<file path="config.mk">
export PLATFORM = sky130hd
export DESIGN_NAME = prio_arb_mux
export DESIGN_NICKNAME = d
export VERILOG_FILES = /design/src/rtl/prio_arb_mux.sv
export SDC_FILE = /design/constraint.sdc
export NUM_CORES = 1
export LEC_CHECK = 0
export BUFFER_PORTS_ARGS = -buffer_cell sky130_fd_sc_hd__buf_2
export CAP_MARGIN = 10
export CORE_MARGIN = 10
export CORE_UTILIZATION = 44
export CTS_CLUSTER_DIAMETER = 60
export DETAILED_ROUTE_END_ITERATION = 12
export PLACE_DENSITY = 0.86
export SLEW_MARGIN = 10
export SYNTH_ARGS = -nofsm -noshare
export SYNTH_HDL_FRONTEND = slang
export SYNTH_SLANG_ARGS = --single-unit
</file>
<file path="constraint.sdc">
create_clock -name clk -period 4.4 [get_ports clk]
set_clock_uncertainty 0.2 [all_clocks]
set_input_delay 0.44 -clock clk [delete_from_list [all_inputs] [get_ports clk]]
set_output_delay 0.44 -clock clk [all_outputs]
set_load 0.02 [all_outputs]
</file>
<file path="src/rtl/prio_arb_mux.sv">
// prio_arb_mux: arbitrates NCH valid/ready input channels into a single-entry
// registered output stage with one cycle of latency and full throughput.
// Compile-time option: define PRIO_ARB_MUX_RR_EN for round-robin arbitration
// (adds a last_grant register); leave it undefined for fixed priority where
// the lowest-index requester always wins.
module prio_arb_mux #(
   parameter  int WIDTH = 8,
   parameter  int NCH   = 4,
   localparam int SELW  = (NCH > 1) ? $clog2(NCH) : 1
) (
   input  logic                 clk,
   input  logic                 rst_n,
   input  logic [NCH*WIDTH-1:0] in_data,
   input  logic [NCH-1:0]       in_valid,
   output logic [NCH-1:0]       in_ready,
   output logic [WIDTH-1:0]     out_data,
   output logic [SELW-1:0]      out_sel,
   output logic                 out_valid,
   input  logic                 out_ready
);

   logic             load;
   logic             any_req;
   logic [SELW-1:0]  grant_idx;
   logic             xfer;

   logic             out_valid_q, out_valid_d;
   logic [WIDTH-1:0] out_data_q,  out_data_d;
   logic [SELW-1:0]  out_sel_q,   out_sel_d;

`ifdef PRIO_ARB_MUX_RR_EN
   logic [SELW-1:0]  last_grant_q, last_grant_d;

   // Round-robin pick: first requester found searching upward from last_grant+1, wrapping at NCH
   always_comb begin
      int idx;
      idx       = 0;
      any_req   = 1'b0;
      grant_idx = '0;
      for (int k = 1; k <= NCH; k++) begin
         idx = (int'(last_grant_q) + k) % NCH;
         if (!any_req && in_valid[idx]) begin
            any_req   = 1'b1;
            grant_idx = SELW'(idx);
         end
      end
   end

   // The rotation pointer only advances when a channel actually hands over data
   always_comb begin
      last_grant_d = last_grant_q;
      if (xfer) begin
         last_grant_d = grant_idx;
      end
   end

   // Pointer resets to the top channel so the first search begins at channel 0
   always_ff @(posedge clk or negedge rst_n) begin
      if (!rst_n) begin
         last_grant_q <= SELW'(NCH - 1);
      end else begin
         last_grant_q <= last_grant_d;
      end
   end
`else
   // Fixed priority pick: the lowest-index requester wins
   always_comb begin
      any_req   = |in_valid;
      grant_idx = '0;
      for (int i = NCH - 1; i >= 0; i--) begin
         if (in_valid[i]) begin
            grant_idx = SELW'(i);
         end
      end
   end
`endif

   // Grant is issued only when the stage can take data, and never while reset is held
   always_comb begin
      load     = !out_valid_q || out_ready;
      in_ready = '0;
      if (rst_n && load && any_req) begin
         in_ready = NCH'(1) << grant_idx;
      end
      xfer = |(in_ready & in_valid);
   end

   // Refill the stage on a transfer, empty it on a drain without refill, otherwise hold
   always_comb begin
      out_valid_d = out_valid_q;
      out_data_d  = out_data_q;
      out_sel_d   = out_sel_q;
      if (load) begin
         out_valid_d = xfer;
         if (xfer) begin
            out_data_d = in_data[int'(grant_idx)*WIDTH +: WIDTH];
            out_sel_d  = grant_idx;
         end
      end
   end

   // Output stage register; reset discards any held word immediately
   always_ff @(posedge clk or negedge rst_n) begin
      if (!rst_n) begin
         out_valid_q <= 1'b0;
         out_data_q  <= '0;
         out_sel_q   <= '0;
      end else begin
         out_valid_q <= out_valid_d;
         out_data_q  <= out_data_d;
         out_sel_q   <= out_sel_d;
      end
   end

   assign out_valid = out_valid_q;
   assign out_data  = out_data_q;
   assign out_sel   = out_sel_q;

endmodule

</file>
==> flow_metrics.env, run 1 <==
export IMPL_slowest_stage="dlygate4sd3_1"
export IMPL_h_tree_depth=1
export IMPL_cp_max_fo=13
export IMPL_fin_cells=164
export IMPL_critPathKind="in2out"
export IMPL_rows=15
export IMPL_drt_wirelength_per_cell_um=15.3
export IMPL_clock_latency_ns=0.26
export IMPL_drtIter0Drc=33
export IMPL_cts_root_buf="clkbuf_4"
export IMPL_clkSlewWorstSetupHoldPaths_ns=0.06
export IMPL_synthArstFlopShare_pct=100
export IMPL_hold_depth=3
export IMPL_synth_top_cell_by_area="dfrtp_1"
export IMPL_clock_sinks=11
export IMPL_synth_edf_count=0
export IMPL_syn_to_final_growth_pct=37.7
export IMPL_dieArea_um2=3910
export IMPL_hold_ws_ns=0.278
export IMPL_critPathRequiredTime_ns=3.76
export IMPL_reg2reg_from="out_valid"
export IMPL_period_share_pct=57.1
export IMPL_synth_area_top_cells="dfrtp_1 (35%), nor2b_1 (13%), mux2_2 (11%)"
export IMPL_cpPeakStageDelay_ns=0.52
export IMPL_crit_top_cell="buf_2"
export IMPL_antennaDiodeCount=0
export IMPL_hold_viol=0
export IMPL_cts_setup_buffers=0
export IMPL_antenna_found_initial=0
export IMPL_ios=54
export IMPL_tightest_slew_ns=0.495
export IMPL_synth_commonest_cells="nor2b_1 (16), dfrtp_1 (11), a21oi_1 (8), mux2_2 (8)"
export IMPL_dp_hpwl_mm=2.10
export IMPL_syn_avg_cell_area_um2=9.16
export IMPL_setup_tns_ns=0
export IMPL_crit_family="buffers and inverters"
export IMPL_slew_violations=0
export IMPL_core_area_um2=1730
export IMPL_maxCapViolCount=0
export IMPL_syn_inst=87
export IMPL_r2r_slack_ns=2.91
export IMPL_die_width_um=62.6
export IMPL_cp_arrival_ns=1.87
export IMPL_yosysMostFrequentCell="nor2b_1"
export IMPL_drc_errors=0
export IMPL_num_vias=869
export IMPL_cts_tree="done"
export IMPL_clock_fmax_mhz=398
export IMPL_dr_pass1_iters=4
export IMPL_synth_seq_cells=11
export IMPL_postRouteAntennaNets=0
export IMPL_dp_worst_setup_slack_ns=2.23
export IMPL_drive_gt1_share_pct=47.5
export IMPL_ys_types=23
export IMPL_path_buf_inv=3
export IMPL_viasPerCell=5.30
export IMPL_grt_usage_pct=11.8
export IMPL_globalRouteOverflowTotal=0
export IMPL_numPortBuffers=53
export IMPL_peakVddDrop_uv=213
export IMPL_design_area_um2=1100
export IMPL_status="completed"
export IMPL_drt_total_wl_mm=2.51
export IMPL_rsz0062_at_grt="no"
export IMPL_clk_path_buf_depth=2
export IMPL_grt_max_degree=23
export IMPL_min_from="out_ready"
export IMPL_yosysWarnings=0
export IMPL_synth_fp_nets=126
export IMPL_reg2regPathDepth=4
export IMPL_yosysSeqAreaShare_pct=34.5
export IMPL_r2r_end="out_data[1]"
export IMPL_p_leak_uw=0.000528
export IMPL_worstPathCellList="dlygate4sd3_1 > buf_2 > nand2_1 > nor4b_1 > buf_2"
export IMPL_placed_cells=159
export IMPL_grt_pass1_vias=785
export IMPL_place_congestion=0.796
export IMPL_synth_top_cell_area_share_pct=34.5
export IMPL_cp_start_kind="input pin"
export IMPL_crit_path_end_kind="output port"
export IMPL_grt_pass1_wl_mm=3.84
export IMPL_setup_ws_ns=1.89
export IMPL_hold_class="in2reg"
export IMPL_finalSetupViolations=0
export IMPL_cts_buffers=3
export IMPL_place_area_um2=1060
export IMPL_die_y_um=62.6
export IMPL_maxSlewHeadroom_pct=66.9
export IMPL_finalCriticalPeriod_ns=2.51
export IMPL_start_util_pct=46.2
export IMPL_synth_ff_type="dfrtp_1"
export IMPL_syn_area_um2=797
export IMPL_p_per_area_nw_per_um2=298
export IMPL_final_nets=179
export IMPL_hold_end="out_valid"
-- repair_timing --
| action | in CTS | in global routing |
|---|---|---|
| endpoints found under the hold margin | 11 | 0 |
| hold buffers | 1 | 0 |
| resized for setup | 0 | 0 |
-- layout make-up --
type                    instances  area [um2]
repair buffers                 54         275
fillers                       159         629
clock buffers                   4        26.3
well taps                      25        31.3
inverters                       1        3.75
flip-flops and latches         11         275
multi-input cells              69         485
-- stage by stage --
stage | util (%) | total power [uW]
floorplan | - | 211
global placement | 61.4 | 260
detailed placement | 61.4 | 263
CTS | 63.6 | 333
global route | 63.6 | 348
finish | 63.6 | 327
-- per-layer routing --
layer | share of wire (%) | vias up | routed length, um | GRT usage, %
li1 | - | 426 | - | -
met1 | 45 | 393 | 1140 | 14.9
met2 | 46 | 48 | 1160 | 18.3
met3 | 7.3 | 2 | 184 | 3.76
met4 | 0.88 | 0 | 22 | 4.19
met5 | 0 | - | 0 | 0
-- worst reg2reg max path, stage by stage (launching register included) --
cell and delay [ns]:
dfrtp_1 0.37, nand2b_1 0.11, and2_1 0.24, o31ai_4 0.16
mux2_2 0.30
-- registers in the layout, indices dropped and copies added, names as in the netlist --
name and cells:
out_data 8, out_sel 2, out_valid 1
-- placed cells by master, fill, tap and decap left out --
cell / instances
nand2_1: 5
nor2b_1: 16
o221a_2: 1
a221o_1: 1
a221oi_1: 7
clkbuf_1: 1
nor2_1: 5
o22a_1: 1
dfrtp_1: 11
clkbuf_4: 3
o21bai_1: 1
inv_1: 1
a21oi_1: 8
o31ai_4: 1
o22ai_1: 7
buf_2: 53
dlygate4sd3_1: 1
and3b_1: 1
nand2b_1: 1
mux2_2: 8
nor4b_1: 1
o21ai_0: 1
or2_1: 1
and2_1: 3
-- worst max path at each step --
stage | from | to | slack (ns) | depth (start not counted)
5_1_grt | rst_n | in_ready[3] | 1.76 | 5
3_5_place_dp | in_valid[1] | out_data[1] | 2.23 | 4
6_report | rst_n | in_ready[3] | 1.89 | 5
2_1_floorplan | in_valid[0] | in_ready[3] | 2.21 | 3
3_3_place_gp | in_valid[1] | out_data[5] | 2.26 | 4
4_1_cts | rst_n | in_ready[3] | 1.87 | 5
-- power breakdown --
part | internal, uW | switching [uW]
combinational | 57.5 | 72.5
clock | 35.1 | 31.0
sequential | 121 | 10.2
total | 214 | 114
-- cell families (layout without fill, tap and decap cells) --
logic type | count (synthesis) | after routing | share of synthesized area [%]
and+or+nand+nor | 33 | 33 | 23.4
muxes | 8 | 8 | 11.3
DFF | 11 | 11 | 34.5
AOI/OAI and AO/OA | 28 | 28 | 26.2
buffers and inverters | 7 | 59 | 4.55
Power figures use the tool's default switching activity.
==> inputs of run 2 (changes only) <==
--- a/config.mk
+++ b/config.mk
@@ -8,10 +8,10 @@
 export BUFFER_PORTS_ARGS = -buffer_cell sky130_fd_sc_hd__buf_2
 export CAP_MARGIN = 10
 export CORE_MARGIN = 10
-export CORE_UTILIZATION = 44
+export CORE_UTILIZATION = 37
 export CTS_CLUSTER_DIAMETER = 60
 export DETAILED_ROUTE_END_ITERATION = 12
-export PLACE_DENSITY = 0.86
+export PLACE_DENSITY = 0.77
 export SLEW_MARGIN = 10
 export SYNTH_ARGS = -nofsm -noshare
 export SYNTH_HDL_FRONTEND = slang
==> constraint.sdc (replaced) <==
create_clock -name clk -period 2.3 [get_ports clk]
set_clock_uncertainty 0.2 [all_clocks]
set_input_delay 0.23 -clock clk [delete_from_list [all_inputs] [get_ports clk]]
set_output_delay 0.23 -clock clk [all_outputs]
set_load 0.02 [all_outputs]
==> run 2 against run 1 <==
  * Clock-buffer cell count is the same
  * Die area grew 13%
  * First-iteration DRC count grew 3.0%
  * Clock power grew 86%
  * Register-to-register slack lost 2.2 ns
  * Largest power group unchanged
  * Cell area grew 0.23%
  * Wire length grew 5.4%
  * Largest cell class unchanged
  * Flip-flop and latch count is the same
  * Utilization shrank 8.6 points
==> flow_metrics.env, run 2 (same netlist as run 1, synthesis figures left out) <==
export IMPL_status="completed"
export IMPL_critPathRequiredTime_ns=1.87
export IMPL_dieArea_um2=4410
export IMPL_critPathLaunch="rst_n"
export IMPL_clkSlewWorstSetupHoldPaths_ns=0.06
export IMPL_core_area_um2=2000
export IMPL_path_buf_inv=3
export IMPL_place_congestion=0.837
export IMPL_r2r_end="out_data[7]"
export IMPL_n_fill_cell=198
export IMPL_drc_errors=0
export IMPL_num_vias=840
export IMPL_critPathKind="in2out"
export IMPL_hold_viol=0
export IMPL_path_depth=5
export IMPL_cts_setup_buffers=0
export IMPL_grt_max_degree=23
export IMPL_antenna_found_initial=0
export IMPL_dp_worst_setup_slack_ns=0.315
export IMPL_grt_pass1_vias=924
export IMPL_drt_wirelength_per_cell_um=15.9
export IMPL_worstPathCellList="dlygate4sd3_1 > buf_2 > nand2_1 > nor4b_1 > buf_2"
export IMPL_maxSlewHeadroom_pct=62.6
export IMPL_multi_input_area_um2=485
export IMPL_cp_max_fo=13
export IMPL_drtIter0Drc=34
export IMPL_hold_depth=3
export IMPL_tightest_slew_ns=0.560
export IMPL_peakVddDrop_uv=443
export IMPL_dp_hpwl_mm=2.18
export IMPL_setup_ws_ns=0.202
export IMPL_layout_common_cells="buf_2 (53), nor2b_1 (16), dfrtp_1 (11)"
export IMPL_period_share_pct=91.2
export IMPL_start_util_pct=39.8
export IMPL_rows=16
export IMPL_syn_to_final_growth_pct=38.0
export IMPL_cpPeakStageDelay_ns=0.52
export IMPL_cts_tree="done"
export IMPL_numPortBuffers=53
export IMPL_clock_sinks=11
export IMPL_ios=54
export IMPL_drive_gt1_share_pct=47.5
export IMPL_grt_usage_pct=12.3
export IMPL_crit_family="buffers and inverters"
export IMPL_h_tree_depth=1
export IMPL_final_common_cell="buf_2"
export IMPL_maxCapViolCount=0
export IMPL_grt_pass1_wl_mm=4.33
export IMPL_antennaDiodeCount=0
export IMPL_finalCriticalPeriod_ns=2.10
export IMPL_reg2reg_from="out_valid"
export IMPL_slowest_stage="dlygate4sd3_1"
export IMPL_finalSetupViolations=0
export IMPL_postRouteAntennaNets=0
export IMPL_cp_arrival_ns=1.67
export IMPL_slew_violations=0
export IMPL_final_nets=179
export IMPL_clock_fmax_mhz=477
export IMPL_largest_register_ffs=8
export IMPL_clock_latency_ns=0.26
export IMPL_viasPerCell=5.06
export IMPL_crit_path_end_kind="output port"
export IMPL_cp_start_kind="input pin"
export IMPL_reg2regPathDepth=4
export IMPL_clk_path_buf_depth=2
export IMPL_crit_top_cell="buf_2"
export IMPL_dr_pass1_iters=4
export IMPL_rsz0062_at_grt="no"
export IMPL_setup_tns_ns=0
export IMPL_register_area_um2=275
export IMPL_final_util_pct=54.9
export IMPL_r2r_slack_ns=0.76
export IMPL_die_width_um=66.4
export IMPL_die_y_um=66.4
export IMPL_drt_total_wl_mm=2.64
export IMPL_p_leak_uw=0.000528
export IMPL_cts_root_buf="clkbuf_4"
export IMPL_hold_class="in2reg"
export IMPL_globalRouteOverflowTotal=0
export IMPL_p_per_area_nw_per_um2=568
export IMPL_cts_buffers=3
export IMPL_cp_endpoint="in_ready[3]"
-- run 2: cell counts in the layout (fill, tap and decap cells not counted) --
No cell type changed its count.
-- run 2: worst min path at each step --
| stage | to | startpoint |
|---|---|---|
| 2_1_floorplan | out_data[0] | rst_n |
| 3_3_place_gp | out_data[3] | rst_n |
| 3_5_place_dp | out_data[6] | rst_n |
| 4_1_cts | out_valid | out_ready |
| 5_1_grt | out_valid | out_ready |
| 6_report | out_valid | out_ready |
-- run 2: area by class of cell --
cell class,instances,area share [%]
timing repair buffer,54,25.0
multi-input combinational,69,44.1
clock buffer,4,2.39
inverter,1,0.341
tap,27,3.07
sequential,11,25.0
-- run 2: repair_timing --
item                      4_1_cts  5_1_grt
gates resized for setup         0        0
hold buffers                    1        0
hold endpoints to repair       11        0
-- run 2: through the flow --
step | cells | hold slack, ns | instance area (um2) | total power, uW
4_1_cts | 166 | 0.0764 | 1100 | 636
3_3_place_gp | 161 | -0.0892 | 1060 | 500
2_1_floorplan | 87 | -0.266 | 797 | 403
5_1_grt | 166 | 0.105 | 1100 | 675
6_report | 166 | 0.0804 | 1100 | 625
3_5_place_dp | 161 | -0.0859 | 1060 | 505
-- run 2: routing by layer --
metal  share of wire [%]  track usage, %  vias to the layer above
met5                   0               0                        -
met4                   0            3.14                        0
met3                 9.7            4.92                        0
met2                  48            19.1                       30
met1                  42            15.2                      385
li1                    -               -                      425
-- run 2: worst register-to-register path, stage by stage, from the launching register on --
cell and delay [ns]:
dfrtp_1 0.37, nand2b_1 0.11, and2_1 0.26, o31ai_4 0.18, mux2_2 0.30
-- run 2: where the power goes --
part	internal [uW]	leakage, uW	switching [uW]
registers	231	0.000128	20.0
logic	110	0.000385	140
clock network	66.9	0.0000150	56.2
==> inputs of run 3 (changes only) <==
--- a/config.mk
+++ b/config.mk
@@ -7,11 +7,13 @@
 export LEC_CHECK = 0
 export BUFFER_PORTS_ARGS = -buffer_cell sky130_fd_sc_hd__buf_2
 export CAP_MARGIN = 10
+export CELL_PAD_IN_SITES_DETAIL_PLACEMENT = 2
+export CELL_PAD_IN_SITES_GLOBAL_PLACEMENT = 2
 export CORE_MARGIN = 10
-export CORE_UTILIZATION = 37
+export CORE_UTILIZATION = 19
 export CTS_CLUSTER_DIAMETER = 60
 export DETAILED_ROUTE_END_ITERATION = 12
-export PLACE_DENSITY = 0.77
+export PLACE_DENSITY = 0.75
 export SLEW_MARGIN = 10
 export SYNTH_ARGS = -nofsm -noshare
 export SYNTH_HDL_FRONTEND = slang
==> run 3 against run 2 <==
  * Global-route usage shrank 3.2 points
  * Worst hold slack better by 0.062 ns
  * Utilization fell by 26 points
  * Register-to-register slack is essentially flat
  * Combinational power up 4%
  * Flip-flop and latch count did not move
  * First-iteration DRC count is 62% lower
  * Largest power group is now combinational cells
==> flow_metrics.env, run 3 (same netlist as run 1, synthesis figures left out) <==
export IMPL_grt_max_degree=23
export IMPL_drt_total_wl_mm=3.45
export IMPL_largest_register_ffs=8
export IMPL_die_width_um=84.8
export IMPL_slew_violations=0
export IMPL_finalSetupViolations=0
export IMPL_cts_tree="done"
export IMPL_p_leak_uw=0.000541
export IMPL_viasPerCell=4.76
export IMPL_hold_depth=3
export IMPL_fin_cells=190
export IMPL_clock_fmax_mhz=473
export IMPL_drc_errors=0
export IMPL_maxSlewHeadroom_pct=62.3
export IMPL_hold_viol=0
export IMPL_r2r_end="out_data[7]"
export IMPL_grt_pass1_vias=1045
export IMPL_drtIter0Drc=13
export IMPL_dp_hpwl_mm=2.93
export IMPL_die_y_um=84.8
export IMPL_final_common_cell="buf_2"
export IMPL_n_fill_cell=481
export IMPL_layout_common_cells="buf_2 (52), nor2b_1 (16), dfrtp_1 (11)"
export IMPL_h_tree_depth=1
export IMPL_grt_pass1_wl_mm=5.34
export IMPL_peakVddDrop_uv=312
export IMPL_tightest_slew_ns=0.564
export IMPL_globalRouteOverflowTotal=0
export IMPL_maxCapViolCount=0
export IMPL_numPortBuffers=53
export IMPL_setup_tns_ns=0
export IMPL_ios=54
export IMPL_clkSlewWorstSetupHoldPaths_ns=0.05
export IMPL_cts_buffers=3
export IMPL_dieArea_um2=7190
export IMPL_cp_arrival_ns=1.69
export IMPL_status="completed"
export IMPL_hold_class="in2reg"
export IMPL_min_from="out_ready"
export IMPL_place_area_um2=1100
export IMPL_antennaDiodeCount=0
export IMPL_r2r_slack_ns=0.75
export IMPL_postRouteAntennaNets=0
export IMPL_num_vias=904
export IMPL_syn_to_final_growth_pct=45.2
export IMPL_place_congestion=0.733
export IMPL_finalCriticalPeriod_ns=2.12
export IMPL_clock_sinks=11
export IMPL_critPathRequiredTime_ns=1.87
export IMPL_grt_usage_pct=9.07
export IMPL_clock_latency_ns=0.23
export IMPL_clk_path_buf_depth=2
export IMPL_cp_max_fo=13
export IMPL_critPathKind="in2out"
export IMPL_core_area_um2=4030
export IMPL_rows=23
export IMPL_drive_gt1_share_pct=47.9
export IMPL_placed_cells=185
export IMPL_reg2regPathDepth=4
export IMPL_design_area_um2=1160
export IMPL_drt_wirelength_per_cell_um=18.2
export IMPL_hold_ws_ns=0.142
export IMPL_dr_pass1_iters=2
export IMPL_cts_root_buf="clkbuf_8"
export IMPL_period_share_pct=92.0
export IMPL_crit_path_end_kind="output port"
export IMPL_p_per_area_nw_per_um2=606
export IMPL_rsz0062_at_grt="no"
export IMPL_start_util_pct=19.8
export IMPL_antenna_found_initial=0
export IMPL_final_nets=180
export IMPL_cp_start_kind="input pin"
export IMPL_reg2reg_from="out_valid"
export IMPL_hold_end="out_valid"
[run 3: through the flow]
step	util (%)	setup slack (ns)	total power, uW
after CTS	28.7	0.0560	716
final	28.7	0.185	701
after global routing	28.7	0.0444	748
after floorplan	-	0.437	403
after global placement	27.3	0.465	510
after detailed placement	27.3	0.423	520
[run 3: worst max-delay path by stage]
stage                      startpoint     endpoint  slack (ns)  cells past startpoint
after floorplan             out_valid  in_ready[3]        0.44                      3
after global placement    in_valid[1]  out_data[7]        0.46                      4
after detailed placement  in_valid[1]  out_data[7]        0.42                      4
after CTS                       rst_n  in_ready[3]        0.06                      5
after global routing            rst_n  in_ready[3]        0.04                      5
final                           rst_n  in_ready[3]        0.18                      5
[run 3: final cells by class]
class,instances,area (um2),area share (%)
inverters,1,3.75,0.324
flip-flops and latches,11,275,23.8
repair buffers,55,285,24.6
multi-input cells,69,485,41.9
well taps,50,62.6,5.41
clock buffers,4,45.0,3.89
[run 3: per-layer routing]
metal,part of all wire (%),GRT usage [%],wire (um),up-vias
met2,51,16.3,1760,27
met4,0.78,2.54,27,0
met1,42,10.1,1450,444
li1,-,-,-,429
met3,6.2,2.42,215,4
met5,0,0,0,-
[run 3: critical path, stage by stage]
cell,delay (ns)
dlygate4sd3_1,0.52
clkbuf_4,0.23
nand2_1,0.16
nor4b_1,0.32
buf_2,0.23
[run 3: report_power, final]
part | switching (uW) | leakage [uW] | total, uW | internal [uW]
registers | 21.1 | 0.000128 | 253 | 232
clock network | 66.1 | 0.0000228 | 187 | 121
logic | 149 | 0.000390 | 261 | 112
[run 3: what timing repair did]
item                                    CTS  global route
setup buffers                             0             0
hold endpoints to repair                 11             0
hold buffers                              1             0
resized for setup                         0             1
endpoints found under the setup margin    0             1
